[src/rtl/frontend_pkg.sv]
// Purpose: shared front-end geometry and the fetch-bundle layout used by fetch, IF/ID and decode.
// Latency: n/a (types and constants only).
// Backpressure: n/a.
package frontend_pkg;

  localparam int SLOTS    = 4;
  localparam int XLEN     = 16;
  localparam int BUNDLE_W = SLOTS * XLEN;

  // Slot 0 (oldest) sits in the most-significant field of every vector;
  // for pred, slot 0 is the MSB.
  typedef struct packed {
    logic [BUNDLE_W-1:0] pc;
    logic [BUNDLE_W-1:0] inst;
    logic [BUNDLE_W-1:0] recv_pc;
    logic [SLOTS-1:0]    pred;
  } fetch_bundle_t;

endpackage

[src/rtl/if_id_pipe_reg_if.sv]
// Purpose: fetch->decode bundle bus through the IF/ID register, plus the stall control.
// Latency: n/a (wiring only).
// Backpressure: stall from decode freezes the register; fetch must hold its bundle meanwhile.
//
// Signals:
//   pc/inst/recv_pc_if_id_in  SLOTS*XLEN  bundle from fetch
//   pred_result_if_id_in      SLOTS       per-slot predicted-taken bits
//   stall                     1           1 = register keeps its contents
//   *_if_id_out                           registered copies towards decode
// Modports: slave = the pipeline register, master = the fetch/decode side driving it.
interface if_id_pipe_reg_if #(
  parameter int SLOTS = frontend_pkg::SLOTS,
  parameter int XLEN  = frontend_pkg::XLEN
);

  logic [SLOTS*XLEN-1:0] pc_if_id_in;
  logic [SLOTS*XLEN-1:0] inst_if_id_in;
  logic [SLOTS*XLEN-1:0] recv_pc_if_id_in;
  logic [SLOTS-1:0]      pred_result_if_id_in;
  logic                  stall;

  logic [SLOTS*XLEN-1:0] pc_if_id_out;
  logic [SLOTS*XLEN-1:0] inst_if_id_out;
  logic [SLOTS*XLEN-1:0] recv_pc_if_id_out;
  logic [SLOTS-1:0]      pred_result_if_id_out;

  modport slave (
    input  pc_if_id_in, inst_if_id_in, recv_pc_if_id_in, pred_result_if_id_in, stall,
    output pc_if_id_out, inst_if_id_out, recv_pc_if_id_out, pred_result_if_id_out
  );

  modport master (
    output pc_if_id_in, inst_if_id_in, recv_pc_if_id_in, pred_result_if_id_in, stall,
    input  pc_if_id_out, inst_if_id_out, recv_pc_if_id_out, pred_result_if_id_out
  );

endinterface

[src/rtl/pipe_reg_en.sv]
// Purpose: W-bit register with load enable and asynchronous active-low clear to zero.
// Latency: 1 cycle from d to q when en = 1.
// Backpressure: en = 0 holds q indefinitely.
//
// Ports: clk, rst_n (async clear), en (load enable), d (next value), q (registered value).
module pipe_reg_en #(
  parameter int W = 64
) (
  input  logic         clk,
  input  logic         rst_n,
  input  logic         en,
  input  logic [W-1:0] d,
  output logic [W-1:0] q
);

  always_ff @(posedge clk or negedge rst_n) begin
    if (!rst_n) begin
      q <= '0;
    end else if (en) begin
      q <= d;
    end
  end

endmodule

[src/rtl/if_id_pipe_reg.sv]
// Purpose: IF/ID pipeline register capturing one 4-wide fetch bundle (pc, inst, recv_pc, pred).
// Latency: 1 cycle; outputs are pure flops, no input-to-output combinational path.
// Backpressure: stall = 1 freezes all four fields together; reset clears them and wins over stall.
//
// Ports: clk, rst_n (async active-low), bus (if_id_pipe_reg_if.slave: fetch inputs, stall,
//        registered outputs to decode).
module if_id_pipe_reg #(
  parameter int SLOTS = frontend_pkg::SLOTS,
  parameter int XLEN  = frontend_pkg::XLEN
) (
  input  logic              clk,
  input  logic              rst_n,
  if_id_pipe_reg_if.slave   bus
);

  localparam int BW = SLOTS * XLEN;

  // One shared enable so a stall can never freeze only part of the bundle.
  logic load_en;
  assign load_en = ~bus.stall;

  pipe_reg_en #(.W(BW)) u_pc_reg (
    .clk   (clk),
    .rst_n (rst_n),
    .en    (load_en),
    .d     (bus.pc_if_id_in),
    .q     (bus.pc_if_id_out)
  );

  pipe_reg_en #(.W(BW)) u_inst_reg (
    .clk   (clk),
    .rst_n (rst_n),
    .en    (load_en),
    .d     (bus.inst_if_id_in),
    .q     (bus.inst_if_id_out)
  );

  pipe_reg_en #(.W(BW)) u_recv_pc_reg (
    .clk   (clk),
    .rst_n (rst_n),
    .en    (load_en),
    .d     (bus.recv_pc_if_id_in),
    .q     (bus.recv_pc_if_id_out)
  );

  pipe_reg_en #(.W(SLOTS)) u_pred_reg (
    .clk   (clk),
    .rst_n (rst_n),
    .en    (load_en),
    .d     (bus.pred_result_if_id_in),
    .q     (bus.pred_result_if_id_out)
  );

endmodule

[src/flat_wrapper.sv]
// flat-port wrapper written by rule: the top's interface ports become plain ports
module if_id_pipe_reg_flat 
#(
  parameter int SLOTS = frontend_pkg::SLOTS,
  parameter int XLEN  = frontend_pkg::XLEN
)
  (clk, rst_n, bus_pc_if_id_in, bus_inst_if_id_in, bus_recv_pc_if_id_in, bus_pred_result_if_id_in, bus_stall, bus_pc_if_id_out, bus_inst_if_id_out, bus_recv_pc_if_id_out, bus_pred_result_if_id_out);
  if_id_pipe_reg_if #(.SLOTS(SLOTS), .XLEN(XLEN)) bus_i ();
  input  logic clk;
  input  logic rst_n;
  input wire logic [$bits(bus_i.pc_if_id_in)-1:0] bus_pc_if_id_in;
  input wire logic [$bits(bus_i.inst_if_id_in)-1:0] bus_inst_if_id_in;
  input wire logic [$bits(bus_i.recv_pc_if_id_in)-1:0] bus_recv_pc_if_id_in;
  input wire logic [$bits(bus_i.pred_result_if_id_in)-1:0] bus_pred_result_if_id_in;
  input wire logic [$bits(bus_i.stall)-1:0] bus_stall;
  output wire logic [$bits(bus_i.pc_if_id_out)-1:0] bus_pc_if_id_out;
  output wire logic [$bits(bus_i.inst_if_id_out)-1:0] bus_inst_if_id_out;
  output wire logic [$bits(bus_i.recv_pc_if_id_out)-1:0] bus_recv_pc_if_id_out;
  output wire logic [$bits(bus_i.pred_result_if_id_out)-1:0] bus_pred_result_if_id_out;
  assign bus_i.pc_if_id_in = bus_pc_if_id_in;
  assign bus_i.inst_if_id_in = bus_inst_if_id_in;
  assign bus_i.recv_pc_if_id_in = bus_recv_pc_if_id_in;
  assign bus_i.pred_result_if_id_in = bus_pred_result_if_id_in;
  assign bus_i.stall = bus_stall;
  assign bus_pc_if_id_out = bus_i.pc_if_id_out;
  assign bus_inst_if_id_out = bus_i.inst_if_id_out;
  assign bus_recv_pc_if_id_out = bus_i.recv_pc_if_id_out;
  assign bus_pred_result_if_id_out = bus_i.pred_result_if_id_out;
  if_id_pipe_reg #(.SLOTS(SLOTS), .XLEN(XLEN)) u_core (.clk(clk), .rst_n(rst_n), .bus(bus_i));
endmodule
[config.mk]
export PLATFORM = sky130hd
export DESIGN_NAME = if_id_pipe_reg_flat
export DESIGN_NICKNAME = d
export VERILOG_FILES = /design/src/rtl/frontend_pkg.sv /design/src/rtl/if_id_pipe_reg_if.sv /design/src/rtl/pipe_reg_en.sv /design/src/rtl/if_id_pipe_reg.sv /design/src/flat_wrapper.sv
export SDC_FILE = /design/constraint.sdc
export NUM_CORES = 1
export LEC_CHECK = 0
export CAP_MARGIN = 20
export CORE_AREA = 2 2 152 154
export CTS_CLUSTER_DIAMETER = 120
export CTS_CLUSTER_SIZE = 40
export DETAILED_ROUTE_END_ITERATION = 10
export DIE_AREA = 0 0 154 156
export HOLD_SLACK_MARGIN = 0.06
export PLACE_DENSITY = 0.72
export SLEW_MARGIN = 20
export SYNTH_ARGS = -nofsm -noshare
export SYNTH_HDL_FRONTEND = slang
export SYNTH_SLANG_ARGS = --single-unit
[constraint.sdc]
create_clock -name clk -period 0.8 [get_ports clk]
set_input_delay 0.08 -clock clk [delete_from_list [all_inputs] [get_ports clk]]
set_output_delay 0.08 -clock clk [all_outputs]
set_load 0.05 [all_outputs]
==> qor_table.md <==
| Parameter | Value | Unit |
|:---|:---|:---|
| Final Hold Violating Endpoints | 0 | - |
| Pwr/cell area | 1930 | nW/um2 |
| Synthesized netlist net count | 613 | - |
| Max Cap Violations | 0 | - |
| Total clock sinks | 196 | - |
| Final Cycle Share | 154 | % |
| Final weighted congestion of routability-driven global placement | 0.813 | - |
| Maximum number of pins on one net before global-route repair | 43 | - |
| Start of the worst register-to-register path | u_core.u_recv_pc_reg.q[5]$_DFFE_PN0N_ | - |
| CTS max path bufs | 2 | - |
| Power share of the combinational group | 43.3 | % |
| Critical path class | register to output pin | - |
| Total vias in the final route | 6736 | - |
| Portion of the post-synthesis area used by sequential elements | 62.5 | % |
| Total routing usage reported by global routing | 26.2 | % |
| Initial core utilization | 35.1 | % |
| Worst Path Arrival | 1.16 | ns |
| # port buffers | 394 | - |
| Detail-routed net length per standard cell | 24.1 | um |
| Post-synthesis instance total | 414 | - |
| Critical-path maximum fanout | 2 | - |
| Final non-filler cell total | 1458 | - |
| GR Overflow Total | 0 | - |
| Normalized max-slew margin | 80.7 | % |
| Cell at the root of the clock tree | clkbuf_16 | - |
| Place WS | -0.187 | ns |
| Startpoint Class | register | - |
| Run status | finished with violations | - |
| Crit path launch | u_core.u_recv_pc_reg.q[43]$_DFFE_PN0N_ | - |
| Number of detailed-routing iterations run before antenna repair | 4 | - |
| I/O pins | 395 | - |
| Number of warnings printed during yosys synthesis | 0 | - |
| Part of the total power dissipated in the clock network | 23.6 | % |
| Delay of the slowest critical-path stage | 0.44 | ns |
| Worst voltage drop across the vdd grid | 1280 | uV |
| Net switching power of the design | 11.9 | mW |
| Flip-flop and latch count after synthesis | 196 | - |
| Worst R2R End | u_core.u_recv_pc_reg.q[5]$_DFFE_PN0N_ | - |
| Clock insertion delay at the later pin of the skew report | 0.43 | ns |
| Final standard cell utilization of the core | 84.7 | % |
| Clock period minus final worst setup slack | 1.24 | ns |
| Clock tree from TritonCTS | built | - |
| Number of design-rule violations left by the first detailed-router iteration | 225 | - |
| RSZ-0062 raised after global routing | true | - |
| Clk slew on worst S/H paths | 0.08 | ns |
| Capturing element type of the critical path | output pin | - |
| Core Region | 22400 | um2 |
| Number of standard-cell rows in the floorplan | 55 | - |
| Floorplan die width | 154 | um |
| Initial antenna violation count | 3 | - |
| Worst Max-Slew Pin Slew | 0.290 | ns |
| WP data required | 0.72 | ns |
| Area of the mapped netlist | 7850 | um2 |
| Flop pwr share | 33.1 | % |
| Path class of the lowest-slack min-delay path | primary input to asynchronous set/reset pin | - |
| Number of buffers created by CTS | 17 | - |
| Worst setup margin | -0.435 | ns |
| Detailed placement HPWL | 20800 | um |
| Vias per cell | 4.62 | - |
| Growth of design area from synthesis to finish | 141 | % |
| Full die area | 24000 | um2 |
| List of cells traversed by the critical path | buf_6 -> buf_12 | - |
| Number of nets in the finished design | 1357 | - |
| Post-Route WL | 35100 | um |
| Setup TNS Final | -91.99 | ns |
| Worst r2r path cells | 3 | - |
| CP max-delay cell | dfrtp_2 | - |
| Failing checks | setup timing | - |
| Die Y-Extent | 156 | um |
| Post-route DRC violation count | 0 | - |
| Vias in the first global route | 7785 | - |
| Filler cells | 894 | - |
| Internal Power | 24.6 | mW |
| Flop2flop setup slack | -0.24 | ns |
| Maximum clock frequency | 810 | MHz |
| Cell class contributing the biggest share of worst-path delay | flip-flops | - |
| Leakage | 8.75 | nW |
| Post-route antenna net violation count | 0 | - |
| Unique cell type count in the Yosys netlist | 5 | - |
| Layout cells sized above 1 | 83.2 | % |
| H-tree Lvls | 4 | - |
| Slew Limit Fails | 0 | - |
| Proportion of total power due to net switching | 32.6 | % |
| Clock tree skew after final layout | 0 | ns |
| Instance count after placement with tap cells included | 1306 | - |
| Final number of setup-violating endpoints | 321 | - |
| First-pass GRT wire length | 47000 | um |
| Syn Area/Cell | 19.0 | um2 |
| Crit path buf inv count | 2 | - |
==> per-layer routing <==
| layer | track usage (%) | wire length (um) | up-vias | part of all wire [%] |
|---|---|---|---|---|
| li1 | - | - | 2930 | - |
| met1 | 26.8 | 11900 | 3428 | 34 |
| met2 | 49.6 | 19600 | 305 | 56 |
| met3 | 7.19 | 2340 | 73 | 6.7 |
| met4 | 12.0 | 1230 | 0 | 3.5 |
| met5 | 0 | 0 | - | 0 |
==> cell usage after synthesis <==
| master | number | area (um2) |
|---|---|---|
| mux2_2 | 56 | 631 |
| buf_6 | 17 | 191 |
| buf_2 | 5 | 25.0 |
| dfrtp_1 | 196 | 4900 |
| mux2_4 | 140 | 2100 |
==> layout by cell type (no fill, tap or decap), drive strengths merged <==
cell / netlist / routed
inv: 0 / 6
clkbuf: 0 / 20
dfrtp: 196 / 196
diode: 0 / 3
dlygate4sd3: 0 / 1
mux2: 196 / 196
clkinv: 0 / 5
clkdlybuf4s50: 0 / 196
clkinvlp: 0 / 1
buf: 22 / 549
==> area by class of cell <==
class                      count  area, um2  share of cell area, %
tap                          285        357                   1.88
clock buffer                  19        453                   2.39
sequential                   196       5150                   27.2
clock inverter                12        114                  0.601
antenna                        3       7.51                 0.0396
multi-input combinational    196       2940                   15.5
timing repair buffer         747       9910                   52.3
==> worst register-to-register path, cell delays in order, from the launching register on <==
cell	delay [ns]
dfrtp_2	0.44
buf_6	0.12
buf_6	0.10
mux2_4	0.26
==> stage by stage <==
step                      hold WS [ns]  power [mW]  cell area, um2
after global routing             0.119        37.5           18900
after detailed placement       -0.0104        25.5           16300
after global placement         -0.0125        25.2           16300
after CTS                       0.0927        35.5           18400
after floorplan                 -0.216        17.4            8390
final                            0.129        36.5           18900
==> sequential cells by signal, summed over array words and instances (netlist names) <==
signal and count:
u_core.u_inst_reg.q 64, u_core.u_pc_reg.q 64, u_core.u_recv_pc_reg.q 64, u_core.u_pred_reg.q 4
==> kinds of logic (layout without fill, tap and decap cells) <==
| family | Yosys count | count (layout) | share of synthesized area [%] |
|---|---|---|---|
| other | 0 | 3 | 0 |
| DFF | 196 | 196 | 62.5 |
| buffers and inverters | 22 | 778 | 2.76 |
| muxes | 196 | 196 | 34.8 |
==> how the worst max path moves through the flow <==
stage,endpoint,slack [ns],depth (start not counted)
6_report,bus_recv_pc_if_id_out[43],-0.44,2
4_1_cts,bus_pc_if_id_out[24],-0.43,2
3_5_place_dp,u_core.u_inst_reg.q[39]$_DFFE_PN0N_,-0.19,4
5_1_grt,bus_recv_pc_if_id_out[19],-0.46,2
2_1_floorplan,u_core.u_inst_reg.q[17]$_DFFE_PN0N_,-0.11,4
3_3_place_gp,u_core.u_recv_pc_reg.q[10]$_DFFE_PN0N_,-0.16,4
==> repair_timing <==
action	4_1_cts	5_1_grt
resized for setup	242	83
endpoints found under the setup margin	199	342
endpoints found under the hold margin	196	0
setup buffers	78	66
hold buffers	1	0
==> power by group through the flow <==
stage / combinational (mW) / clock [mW] / sequential [mW]
floorplan: 1.99 / 0 / 15.4
global placement: 13.4 / 0 / 11.8
detailed placement: 13.6 / 0 / 11.9
CTS: 15.0 / 8.54 / 11.9
global route: 16.2 / 9.10 / 12.2
finish: 15.8 / 8.60 / 12.1
Power figures use the tool's default switching activity.
